**src/rtl/coproc_pkg.sv**
```systemverilog
// Shared constants, FSM encoding and FIFO entry layout for the edge-detection
// coprocessor output stage.
package coproc_pkg;

  localparam int unsigned ROW_W         = 64;
  localparam int unsigned WORD_W        = 32;
  localparam int unsigned ADDR_W        = 12;
  localparam int unsigned WORDS_PER_ROW = 2;
  localparam int unsigned SEL_W         = $clog2(WORDS_PER_ROW);

  // Row writer FSM states
  typedef enum logic [1:0] {
    ST_IDLE  = 2'd0,
    ST_POP   = 2'd1,
    ST_WRITE = 2'd2,
    ST_DONE  = 2'd3
  } wr_state_t;

  // One buffered row: data plus its precomputed RAM start address
  typedef struct packed {
    logic [ROW_W-1:0]  data;
    logic [ADDR_W-1:0] addr;
  } row_entry_t;

  localparam int unsigned ENTRY_W = $bits(row_entry_t);

  // Start address of a row: each row occupies two words, wraps modulo 2^ADDR_W
  function automatic logic [ADDR_W-1:0] calc_row_addr(input logic [ADDR_W-1:0] base,
                                                      input logic [ADDR_W-1:0] idx);
    logic [ADDR_W-1:0] off;
    off = idx << 1;
    return base + off;
  endfunction

endpackage

```
**src/rtl/row_fifo.sv**
```systemverilog
// Synchronous FIFO for edge rows awaiting write-out.
// Ports:
//   clk_50M, reset   - clock, synchronous active-low reset
//   push, wr_data    - write request (ignored when full)
//   pop, rd_data     - read request (ignored when empty); rd_data shows the head
//   full, empty      - registered occupancy flags
//   count            - registered occupancy count, $clog2(DEPTH)+1 bits
module row_fifo
  import coproc_pkg::*;
#(
  parameter int unsigned DEPTH = 4,
  parameter int unsigned WIDTH = ENTRY_W
) (
  input  logic                       clk_50M,
  input  logic                       reset,
  input  logic                       push,
  input  logic [WIDTH-1:0]           wr_data,
  input  logic                       pop,
  output logic [WIDTH-1:0]           rd_data,
  output logic                       full,
  output logic                       empty,
  output logic [$clog2(DEPTH):0]     count
);

  localparam int unsigned PTR_W = $clog2(DEPTH);
  localparam int unsigned CNT_W = PTR_W + 1;

  logic [WIDTH-1:0] mem [DEPTH];
  logic [PTR_W-1:0] wr_ptr;
  logic [PTR_W-1:0] rd_ptr;
  logic             do_push;
  logic             do_pop;
  logic [CNT_W-1:0] count_next;

  assign do_push    = push && !full;
  assign do_pop     = pop && !empty;
  assign count_next = count + CNT_W'(do_push) - CNT_W'(do_pop);
  assign rd_data    = mem[rd_ptr];

  // Pointers, count and flags; flags track the next count so they stay registered
  always_ff @(posedge clk_50M) begin
    if (!reset) begin
      wr_ptr <= '0;
      rd_ptr <= '0;
      count  <= '0;
      full   <= 1'b0;
      empty  <= 1'b1;
    end else begin
      if (do_push) wr_ptr <= wr_ptr + PTR_W'(1);
      if (do_pop)  rd_ptr <= rd_ptr + PTR_W'(1);
      count <= count_next;
      full  <= (count_next == CNT_W'(DEPTH));
      empty <= (count_next == '0);
    end
  end

  // Storage needs no reset; the pointers define what is valid
  always_ff @(posedge clk_50M) begin
    if (do_push) mem[wr_ptr] <= wr_data;
  end

endmodule

```
**src/rtl/edge_row_writer.sv**
```systemverilog
// Writes each binary edge row into the output image RAM as two 32-bit words
// and emits a single frame_done pulse once all accepted rows are written.
// Ports:
//   clk_50M, reset            - clock, synchronous active-low reset
//   base_addr                 - image base address, sampled per row at push
//   row_valid/row_data/row_index - one-cycle row strobe with payload
//   frame_done_in             - upstream end-of-frame pulse
//   mem_wr_en/addr/data, mem_ready - stallable RAM write port
//   fifo_full, overflow       - buffer status; overflow is sticky until reset
//   rows_written              - rows completed in the current frame
//   frame_done                - one-cycle pulse when the frame is fully written
module edge_row_writer
  import coproc_pkg::*;
#(
  parameter int unsigned FIFO_DEPTH = 4
) (
  input  logic              clk_50M,
  input  logic              reset,
  input  logic [ADDR_W-1:0] base_addr,
  input  logic              row_valid,
  input  logic [ROW_W-1:0]  row_data,
  input  logic [ADDR_W-1:0] row_index,
  input  logic              frame_done_in,
  output logic              mem_wr_en,
  output logic [ADDR_W-1:0] mem_wr_addr,
  output logic [WORD_W-1:0] mem_wr_data,
  input  logic              mem_ready,
  output logic              fifo_full,
  output logic              overflow,
  output logic [ADDR_W-1:0] rows_written,
  output logic              frame_done
);

  localparam int unsigned CNT_W = $clog2(FIFO_DEPTH) + 1;

  wr_state_t          state;
  row_entry_t         push_entry;
  row_entry_t         head;
  logic [ENTRY_W-1:0] fifo_rd_data;
  logic               fifo_empty;
  logic [CNT_W-1:0]   fifo_count;
  logic               fifo_pop;
  logic               push_ok;
  logic               fifo_avail;
  logic               pending;
  logic [ROW_W-1:0]   shift_q;
  logic [SEL_W-1:0]   word_sel;

  assign push_entry = '{data: row_data, addr: calc_row_addr(base_addr, row_index)};
  assign head       = row_entry_t'(fifo_rd_data);
  assign push_ok    = row_valid && !fifo_full;
  assign fifo_pop   = (state == ST_POP) && !fifo_empty;
  // FIFO holds a row after this edge (no pop can happen in IDLE/WRITE)
  assign fifo_avail = (fifo_count != '0) || push_ok;

  row_fifo #(
    .DEPTH (FIFO_DEPTH),
    .WIDTH (ENTRY_W)
  ) u_fifo (
    .clk_50M (clk_50M),
    .reset   (reset),
    .push    (row_valid),
    .wr_data (ENTRY_W'(push_entry)),
    .pop     (fifo_pop),
    .rd_data (fifo_rd_data),
    .full    (fifo_full),
    .empty   (fifo_empty),
    .count   (fifo_count)
  );

  // Write-out FSM with registered RAM port, counters and status
  always_ff @(posedge clk_50M) begin
    if (!reset) begin
      state        <= ST_IDLE;
      pending      <= 1'b0;
      overflow     <= 1'b0;
      mem_wr_en    <= 1'b0;
      mem_wr_addr  <= '0;
      mem_wr_data  <= '0;
      rows_written <= '0;
      frame_done   <= 1'b0;
      shift_q      <= '0;
      word_sel     <= '0;
    end else begin
      frame_done <= 1'b0;
      if (row_valid && fifo_full) overflow <= 1'b1;
      if (frame_done_in)          pending  <= 1'b1;

      case (state)
        ST_IDLE: begin
          if (fifo_avail) begin
            state <= ST_POP;
          end else if (pending) begin
            state      <= ST_DONE;
            frame_done <= 1'b1;
          end
        end

        ST_POP: begin
          shift_q     <= head.data;
          mem_wr_addr <= head.addr;
          mem_wr_data <= head.data[WORD_W-1:0];
          mem_wr_en   <= 1'b1;
          word_sel    <= '0;
          state       <= ST_WRITE;
        end

        ST_WRITE: begin
          if (mem_ready) begin
            if (word_sel == SEL_W'(WORDS_PER_ROW - 1)) begin
              mem_wr_en    <= 1'b0;
              rows_written <= rows_written + ADDR_W'(1);
              state        <= fifo_avail ? ST_POP : ST_IDLE;
            end else begin
              // Next word comes from the upper half of the shift register
              word_sel    <= word_sel + SEL_W'(1);
              shift_q     <= shift_q >> WORD_W;
              mem_wr_data <= shift_q[WORD_W +: WORD_W];
              mem_wr_addr <= mem_wr_addr + ADDR_W'(1);
            end
          end
        end

        ST_DONE: begin
          // A fresh end-of-frame arriving now belongs to the next frame
          pending      <= frame_done_in;
          rows_written <= '0;
          state        <= ST_IDLE;
        end

        default: state <= ST_IDLE;
      endcase
    end
  end

endmodule

```
**config.mk**
```make
export PLATFORM = sky130hd
export DESIGN_NAME = edge_row_writer
export DESIGN_NICKNAME = d
export VERILOG_FILES = /design/src/rtl/coproc_pkg.sv /design/src/rtl/row_fifo.sv /design/src/rtl/edge_row_writer.sv
export SDC_FILE = /design/constraint.sdc
export NUM_CORES = 1
export LEC_CHECK = 0
export ABC_AREA = 1
export CAP_MARGIN = 40
export CORE_UTILIZATION = 24
export CTS_BUF_LIST = sky130_fd_sc_hd__clkbuf_16
export CTS_CLUSTER_SIZE = 14
export DETAILED_ROUTE_END_ITERATION = 8
export PLACE_DENSITY = 0.44
export SYNTH_ARGS = -nofsm -noshare
export SYNTH_HDL_FRONTEND = slang
export SYNTH_SLANG_ARGS = --single-unit
```
**constraint.sdc**
```tcl
create_clock -name clk_50M -period 6 [get_ports clk_50M]
set_clock_uncertainty 0.15 [all_clocks]
set_input_delay 1.2 -clock clk_50M [delete_from_list [all_inputs] [get_ports clk_50M]]
set_output_delay 1.2 -clock clk_50M [all_outputs]
set_load 0.01 [all_outputs]
```
# == Word level (Yosys, flattened, before mapping) ==
# Memories as Yosys holds them, arrays and structs flattened. A register that Yosys moved wholly into a read port is not among the register bits.
# Cells that the tools add are included.
# totals
mem_bits_rw,304
input_bits,93
memories,1
ff_bits,136
# classes
addsub,8
bitwise,2
n_reduce_logical,19
muxes,31
n_eq_ne,8
# memory_table
name,depth,width,rd,rd_clocked_by_memory_dff,wr,line,rtl
u_fifo.mem,4,76,1,1,1,row_fifo.sv:28,logic [WIDTH-1:0] mem [DEPTH];
# ops
cell,count
$mux W64,2
$pmux W64 S2,1
$mux W32,2
$pmux W32 S2,1
$mux W12,4
$pmux W12 S2,2
$add A12 B1 Y12 const B,2
$add A12 B12 Y12,1
$mux W2,6
$reduce_and A3 Y1,4
$mux W1,10
$pmux W2 S4,1
$ne A2 B2 Y1 const B,3
$reduce_bool A2 Y1,3
$add A2 B1 Y2 const B,2
$eq A2 B2 Y1 const B,2
$logic_and A1 B1 Y1,4
$pmux W1 S2,2
$add A3 B1 Y3,1
$eq A3 B3 Y1 const B,1
$logic_not A3 Y1,1
$ne A3 B3 Y1 const B,1
$reduce_bool A3 Y1,1
$reduce_or A3 Y1,1
8 further kinds,10

# == Logic depth before layout (Yosys ltp) ==
# Gate-level depths: netlist (run 1).
# depth
depth_word,7
mapped_depth,11
mapped_depth_nobuf,11

# == Modules after synthesis ==
# Synthesis (run 1) repeated with hierarchy kept, for this count alone.
# unflattened
hier_cells,1504
area_unflattened_um2,16947.5
# by_module_without_submodules
module,cells_each,instances,area_each_um2,seq_area_each_um2
row_fifo,802,1,11906.4,9349.0
edge_row_writer,702,1,5041.1,1901.8

# == Least setup slack after synthesis (run 1) ==
# No wires, ideal clock.
# synth_path
path_type,input-to-reg
from,input row_valid
to,memory u_fifo.mem[0][0] (netlist bit) (enable)
slack_ns,0.782
n_path_buf,0
t_arrival_ns,4.557
stages,2
t_required_ns,5.339
path_cell_list,nand2_1 > nor2_1
# synth_between
elab_chain_len,3
# synth_rtl
item,line,rtl
start: declaration,edge_row_writer.sv:20,"input logic row_valid,"
$logic_and A1 B1 Y1,row_fifo.sv:35,assign do_push = push && !full;
$mux W1,row_fifo.sv:59,if (do_push) mem[wr_ptr] <= wr_data;
$mux W1 (not written as such),row_fifo.sv:59,
end: declaration,row_fifo.sv:28,
# No other way between the ends.

# == Final worst setup path (run 1) ==
# layout_path
from,input row_valid
to,memory u_fifo.mem[0][29] (netlist bit) (enable)
# Same word-level chain as after synthesis.

==> flow_summary_export.csv, run 1 <==
group,metric,value,unit
status,outcome,"complete, no violations",
sta,setup_viol,0,
yosys,synth_top_area_cell,"edfxtp_1",
yosys,synthesis.area,0.01680,mm2
placement,portBuffers,151,
yosys,yosysTopAreaCellShare,54.34,%
worst_setup_path,cp.arrival,3.11,ns
detailed_routing,vias,11430,
sta,period_share,50.60,%
floorplanning,die_h,266.6,um
clock_tree,cts_made_buffers,47,
clock_tree,numClockSinks,410,
floorplanning,die_w,266.6,um
sta,tightest_slew,0.8977,ns
power,p_seq_share,43.4,%
clock_tree,htree_levels,2,
yosys,async_reset_ff_share,0,%
worst_setup_path,endpoint_kind,"flop",
floorplanning,io_pins,153,
yosys,synthTopCellsByArea,"edfxtp_1 (54%), dfxtp_1 (13%), nand2_1 (5.6%)",
power,p_comb_share,25.3,%
detailed_routing,viasPerCell,4.302,
grt,grtUsageMet2,21.15,%
yosys,synth_edf_count,304,
power,vdd_drop_max,0.2639,mV
floorplanning,initial_utilization,24.36,%
final_layout,nets,1799,
clock_tree,postCtsHoldBufs,0,
power,clkPwrFrac,31.3,%
sta,rsz0062_at_grt,"false",
sta,hold_viol,0,
clock_tree,cts_tree,"done",
sta,max_freq,329.4,MHz
final_layout,stdcell_area,0.02069,mm2
yosys,ys.flop_type,"edfxtp_1",
yosys,ys_seq_area_share,66.97,%
grt,gr-max-usage-layer,"met2",
grt,grt_usage,13.05,%
clock_tree,cts_root_buf,"clkbuf_16",
detailed_routing,firstDrtPassIters,5,
placement,place_ws,2.305,ns
yosys,ys_types,32,
grt,grt-ovfl-total,0,
clock_tree,postCtsSetupBuffers,0,
worst_setup_path,crit_type,"in -> reg",
power,sw_frac_of_total,32.02,%
detailed_routing,drc,0,
grt,first_global_vias,11270,
power,p_int,5994,uW
grt,antenna_found_initial,8,
clock_tree,clock_path_buffers,3,
yosys,synth_fp_nets,1689,
yosys,ys_ff_latch,410,
grt,grt_max_degree,85,
flow_run,cap_violations,0,
worst_setup_path,cp_data_required_time,6.07,ns
clock_tree,clkTransAtPathRegs,0.06,ns
sta,setup_tns,0,ns
placement,gp_congestion,0.7636,
clock_tree,post_cts_resized,0,
grt,grt_pass1_wl,70.12,mm
sta,fin_crit,3.036,ns
detailed_routing,drt-total-wl,46.43,mm
yosys,synth_cells,1576,
detailed_routing,drtIter0Drc,593,
power,powerDensity,426.1,mW/mm2
detailed_routing,drtAntennaViolNets,0,
placement,dp_hpwl,27.59,mm
grt,use_met1,17.39,%
yosys,ys_top_cells_by_count,"edfxtp_1 (304), nand2_1 (250), nor2_1 (208)",
final_layout,drive_above_1_share,7.599,%
final_layout,fill_cells,7120,
power,p_sw,2823,uW
floorplanning,die_area,0.07106,mm2
hold_path,hold_class,"reg -> reg",
worst_setup_path,critPathLaunchType,"input pin",
yosys,yosysMostFrequentCell,"edfxtp_1",
yosys,syn_avg_cell_area,10.66,um2
placement,dpl.cell_count,2568,
hold_path,holdPathStages,2,
power,p_leak,0.007465,uW
final_layout,fin_cells,2656,
floorplanning,core_region_area,0.06895,mm2
clock_tree,insertion_delay,0.60,ns
yosys,yosysWarningCount,0,
placement,placedInstanceArea,0.01919,mm2
worst_setup_path,path_max_fanout,65,
final_layout,syn_to_final_growth,23.16,%
sta,max-slew-margin-rel,40.15,%
floorplanning,rows,96,
sta,slew_violations,0,
detailed_routing,wire_per_inst,17.48,um
grt,met3_usage,3.017,%
worst_setup_path,reg2reg_depth,10,
sta,setup_slack,2.964,ns
cells by family (layout without fill, tap and decap cells):
logic type	count (synthesis)	count (layout)	synth area share, %
simple gates	571	571	13.97
flops	410	410	66.97
compound gates	363	363	11.21
buf+inv	202	350	5.750
fa+ha+maj	20	20	1.579
xor+xnor	10	10	0.5214
other cells	0	1	0
stage by stage:
step | total power [uW] | util (%) | hold slack (ns)
after floorplan | 5290 | - | 0.2864
after global placement | 6114 | 27.66 | 0.2999
after detailed placement | 6174 | 27.84 | 0.3022
after CTS | 8982 | 30.01 | 0.3110
after global routing | 9363 | 30.01 | 0.3264
final | 8817 | 30.01 | 0.3084
cell usage in the layout (no fill, tap or decap), types with 18 or more instances in the layout:
cell / instances
nor2_1: 204
o21ai_0: 157
o21ai_1: 24
clkdlybuf4s50_1: 150
ha_1: 18
a21oi_1: 141
clkbuf_16: 48
o22ai_1: 32
dfxtp_1: 104
nand3_1: 69
or2_2: 24
nand2_1: 250
edfxtp_1: 304
inv_1: 96
area by class of cell:
class,count,area (um2),area share (%)
clock inverter,39,292.8,1.415
sequential,410,11260,54.41
tap,931,1165,5.630
multi-input combinational,964,4624,22.35
inverter,87,329.1,1.590
clock buffer,48,1201,5.806
antenna,1,2.502,0.01209
timing repair buffer,176,1817,8.781
flip-flops by register name, summed over array words and instances (netlist names), named ones only:
name and flops:
frame_done 1, mem_wr_addr 12, mem_wr_data 31, mem_wr_en 1, overflow 1, pending 1
rows_written 12, shift_q 33, state 2, u_fifo.count 3, u_fifo.empty 1, u_fifo.full 1
u_fifo.mem 304, u_fifo.rd_ptr 2, u_fifo.wr_ptr 2, word_sel 1
power by group through the flow:
stage	clock network [uW]	logic (uW)	registers (uW)
CTS	2850	2290	3840
global route	2960	2510	3890
global placement	0	2230	3880
finish	2760	2230	3830
floorplan	0	1460	3830
detailed placement	0	2280	3890
critical path: stages:
cell and delay [ns]:
clkdlybuf4s50_1 0.48, nand2_1 0.36, nor2_4 0.55, buf_12 0.46
path summary, 6_finish.rpt:
path	start	to	slack, ns
setup / recovery	row_valid	u_fifo.mem[0][29]$_DFFE_PP_	2.96
hold / removal	u_fifo.rd_ptr[1]$_SDFFE_PN0P_	flop	0.31
setup reg to reg	state[1]$_SDFFE_PN0P_	u_fifo.empty$_SDFF_PN1_	3.08
hold reg to reg	u_fifo.rd_ptr[1]$_SDFFE_PN0P_	flop	0.31
routing by layer:
layer	vias up	share of wire, %
li1	5632	-
met1	5505	47
met2	205	46
met3	70	5.1
met4	14	1.9
met5	-	0.20
Note: power is estimated with default switching activity, not from simulation.
==> inputs of run 2 (changes only) <==
==> constraint.sdc (replaced) <==
create_clock -name clk_50M -period 3.1 [get_ports clk_50M]
set_clock_uncertainty 0.15 [all_clocks]
set_input_delay 0.62 -clock clk_50M [delete_from_list [all_inputs] [get_ports clk_50M]]
set_output_delay 0.62 -clock clk_50M [all_outputs]
set_load 0.01 [all_outputs]
==> flow_summary_export.csv, run 2 (same netlist as run 1, synthesis figures left out) <==
group,metric,value,unit
status,outcome,"complete, no violations",
hold_path,min-delay-start,"u_fifo.rd_ptr[1]$_SDFFE_PN0P_",
power,powerDensity,818.6,mW/mm2
clock_tree,cts_root_buf,"clkbuf_16",
worst_setup_path,crit_chain,"clkdlybuf4s50_1",
sta,max_freq,411.4,MHz
sta,period_share,78.41,%
final_layout,nets,1798,
placement,place_ws,0.2153,ns
power,finalPower,16930,uW
sta,hold_viol,0,
detailed_routing,vias,11470,
power,p_leak,0.007467,uW
clock_tree,post_cts_resized,0,
grt,grt_max_degree,163,
detailed_routing,drc,0,
sta,tightest_slew,0.7707,ns
final_layout,final_common_cell,"edfxtp_1",
worst_setup_path,path_max_fanout,7,
clock_tree,clkTransAtPathRegs,0.06,ns
final_layout,fin_cells,2656,
worst_setup_path,crit_slowest_cell,"clkdlybuf4s50_1",
sta,slew_violations,0,
worst_setup_path,r2r-start,"state[1]$_SDFFE_PN0P_",
grt,grt-ovfl-total,0,
final_layout,reg_top3,"u_fifo.mem (304), shift_q (33), mem_wr_data (31)",
worst_setup_path,max_stage_delay,0.60,ns
clock_tree,htree_levels,2,
sta,max-slew-margin-rel,48.62,%
floorplanning,initial_utilization,24.36,%
hold_path,hold_class,"reg -> reg",
worst_setup_path,crit_type,"reg -> out",
worst_setup_path,cp_top_family,"buffers and inverters",
floorplanning,die_area,0.07106,mm2
placement,dp_hpwl,26.95,mm
detailed_routing,drtAntennaViolNets,0,
final_layout,multiInputGateArea,0.004624,mm2
floorplanning,io_pins,153,
clock_tree,postCtsHoldBufs,0,
placement,dpl.cell_count,2567,
worst_setup_path,endpoint_kind,"primary output",
grt,grt_pass1_wl,69.88,mm
placement,gp_congestion,0.7886,
clock_tree,numClockSinks,410,
final_layout,largest_reg_flops,304,
floorplanning,rows,96,
final_layout,layout_common_cells,"edfxtp_1 (304), nand2_1 (250), nor2_1 (204)",
final_layout,seq_area,0.01126,mm2
floorplanning,core_region_area,0.06895,mm2
grt,antenna_found_initial,8,
clock_tree,cts_made_buffers,47,
sta,fin_crit,2.431,ns
worst_setup_path,cp_data_required_time,2.33,ns
floorplanning,die_w,266.6,um
floorplanning,die_h,266.6,um
grt,first_global_vias,11230,
detailed_routing,firstDrtPassIters,5,
worst_setup_path,worst-path-buf-inv,1,
clock_tree,clock_path_buffers,3,
clock_tree,insertion_delay,0.59,ns
final_layout,regMostFlops,"u_fifo.mem",
worst_setup_path,crit_start,"mem_wr_addr[7]$_SDFFE_PN0P_",
final_layout,drive_above_1_share,7.487,%
clock_tree,cts_tree,"done",
placement,portBuffers,151,
final_layout,syn_to_final_growth,23.13,%
detailed_routing,wire_per_inst,17.42,um
sta,setup_slack,0.6692,ns
worst_setup_path,critPathLaunchType,"flop",
worst_setup_path,cp.arrival,1.66,ns
sta,setup_viol,0,
power,vdd_drop_max,0.4317,mV
sta,rsz0062_at_grt,"false",
detailed_routing,drt-total-wl,46.27,mm
clock_tree,postCtsSetupBuffers,0,
flow_run,cap_violations,0,
grt,grt_usage,12.99,%
detailed_routing,viasPerCell,4.318,
detailed_routing,drtIter0Drc,780,
final_layout,fill_cells,7149,
## run 2: cell types whose count changed in the layout (fill, tap and decap cells not counted), sizes merged
cell	previous run	this run
buf	26	25
bufinv	3	1
clkbuf	48	49
clkinv	16	22
clkinvlp	5	0
diode	1	2
## run 2: worst paths after layout
| path | endpoint | depth (start not counted) | slack, ns |
|---|---|---|---|
| max | mem_wr_addr[7] | 1 | 0.67 |
| min | flop | 2 | 0.31 |
| max reg2reg | u_fifo.empty$_SDFF_PN1_ | 9 | 0.74 |
| min reg2reg | flop | 2 | 0.31 |
## run 2: power by group
part	total, uW	leakage [uW]	switching, uW	internal [uW]
Clock	5200	0.000767	2250	2950
Combinational	4330	0.00304	2690	1640
Sequential	7400	0.00366	487	6910
Total	16900	0.00747	5430	11500
## run 2: layout make-up
type                            instances  share of cell area (%)
Multi-Input combinational cell        964                   22.36
Tap cell                              931                   5.632
Clock inverter                         38                   1.101
Timing Repair Buffer                  175                   8.940
Sequential cell                       410                   54.43
Clock buffer                           49                   5.928
Antenna cell                            2                 0.02420
Inverter                               87                   1.591
## run 2: per-layer routing
| metal | part of all wire, % | vias up | track usage, % |
|---|---|---|---|
| met5 | 0.16 | - | 0 |
| met4 | 1.9 | 12 | 3.759 |
| met3 | 4.6 | 74 | 2.768 |
| met2 | 46 | 223 | 20.90 |
| met1 | 47 | 5522 | 17.48 |
| li1 | - | 5638 | - |
## run 2: per-stage QoR
stage	utilization, %	hold WS, ns	setup TNS [ns]	instance area (um2)
final	30.00	0.3108	0	20680
after global routing	30.00	0.3338	0	20680
after CTS	29.99	0.3118	0	20680
after detailed placement	27.89	0.3031	0	19230
after global placement	27.89	0.3012	0	19230
after floorplan	-	0.2864	-92.64	16810
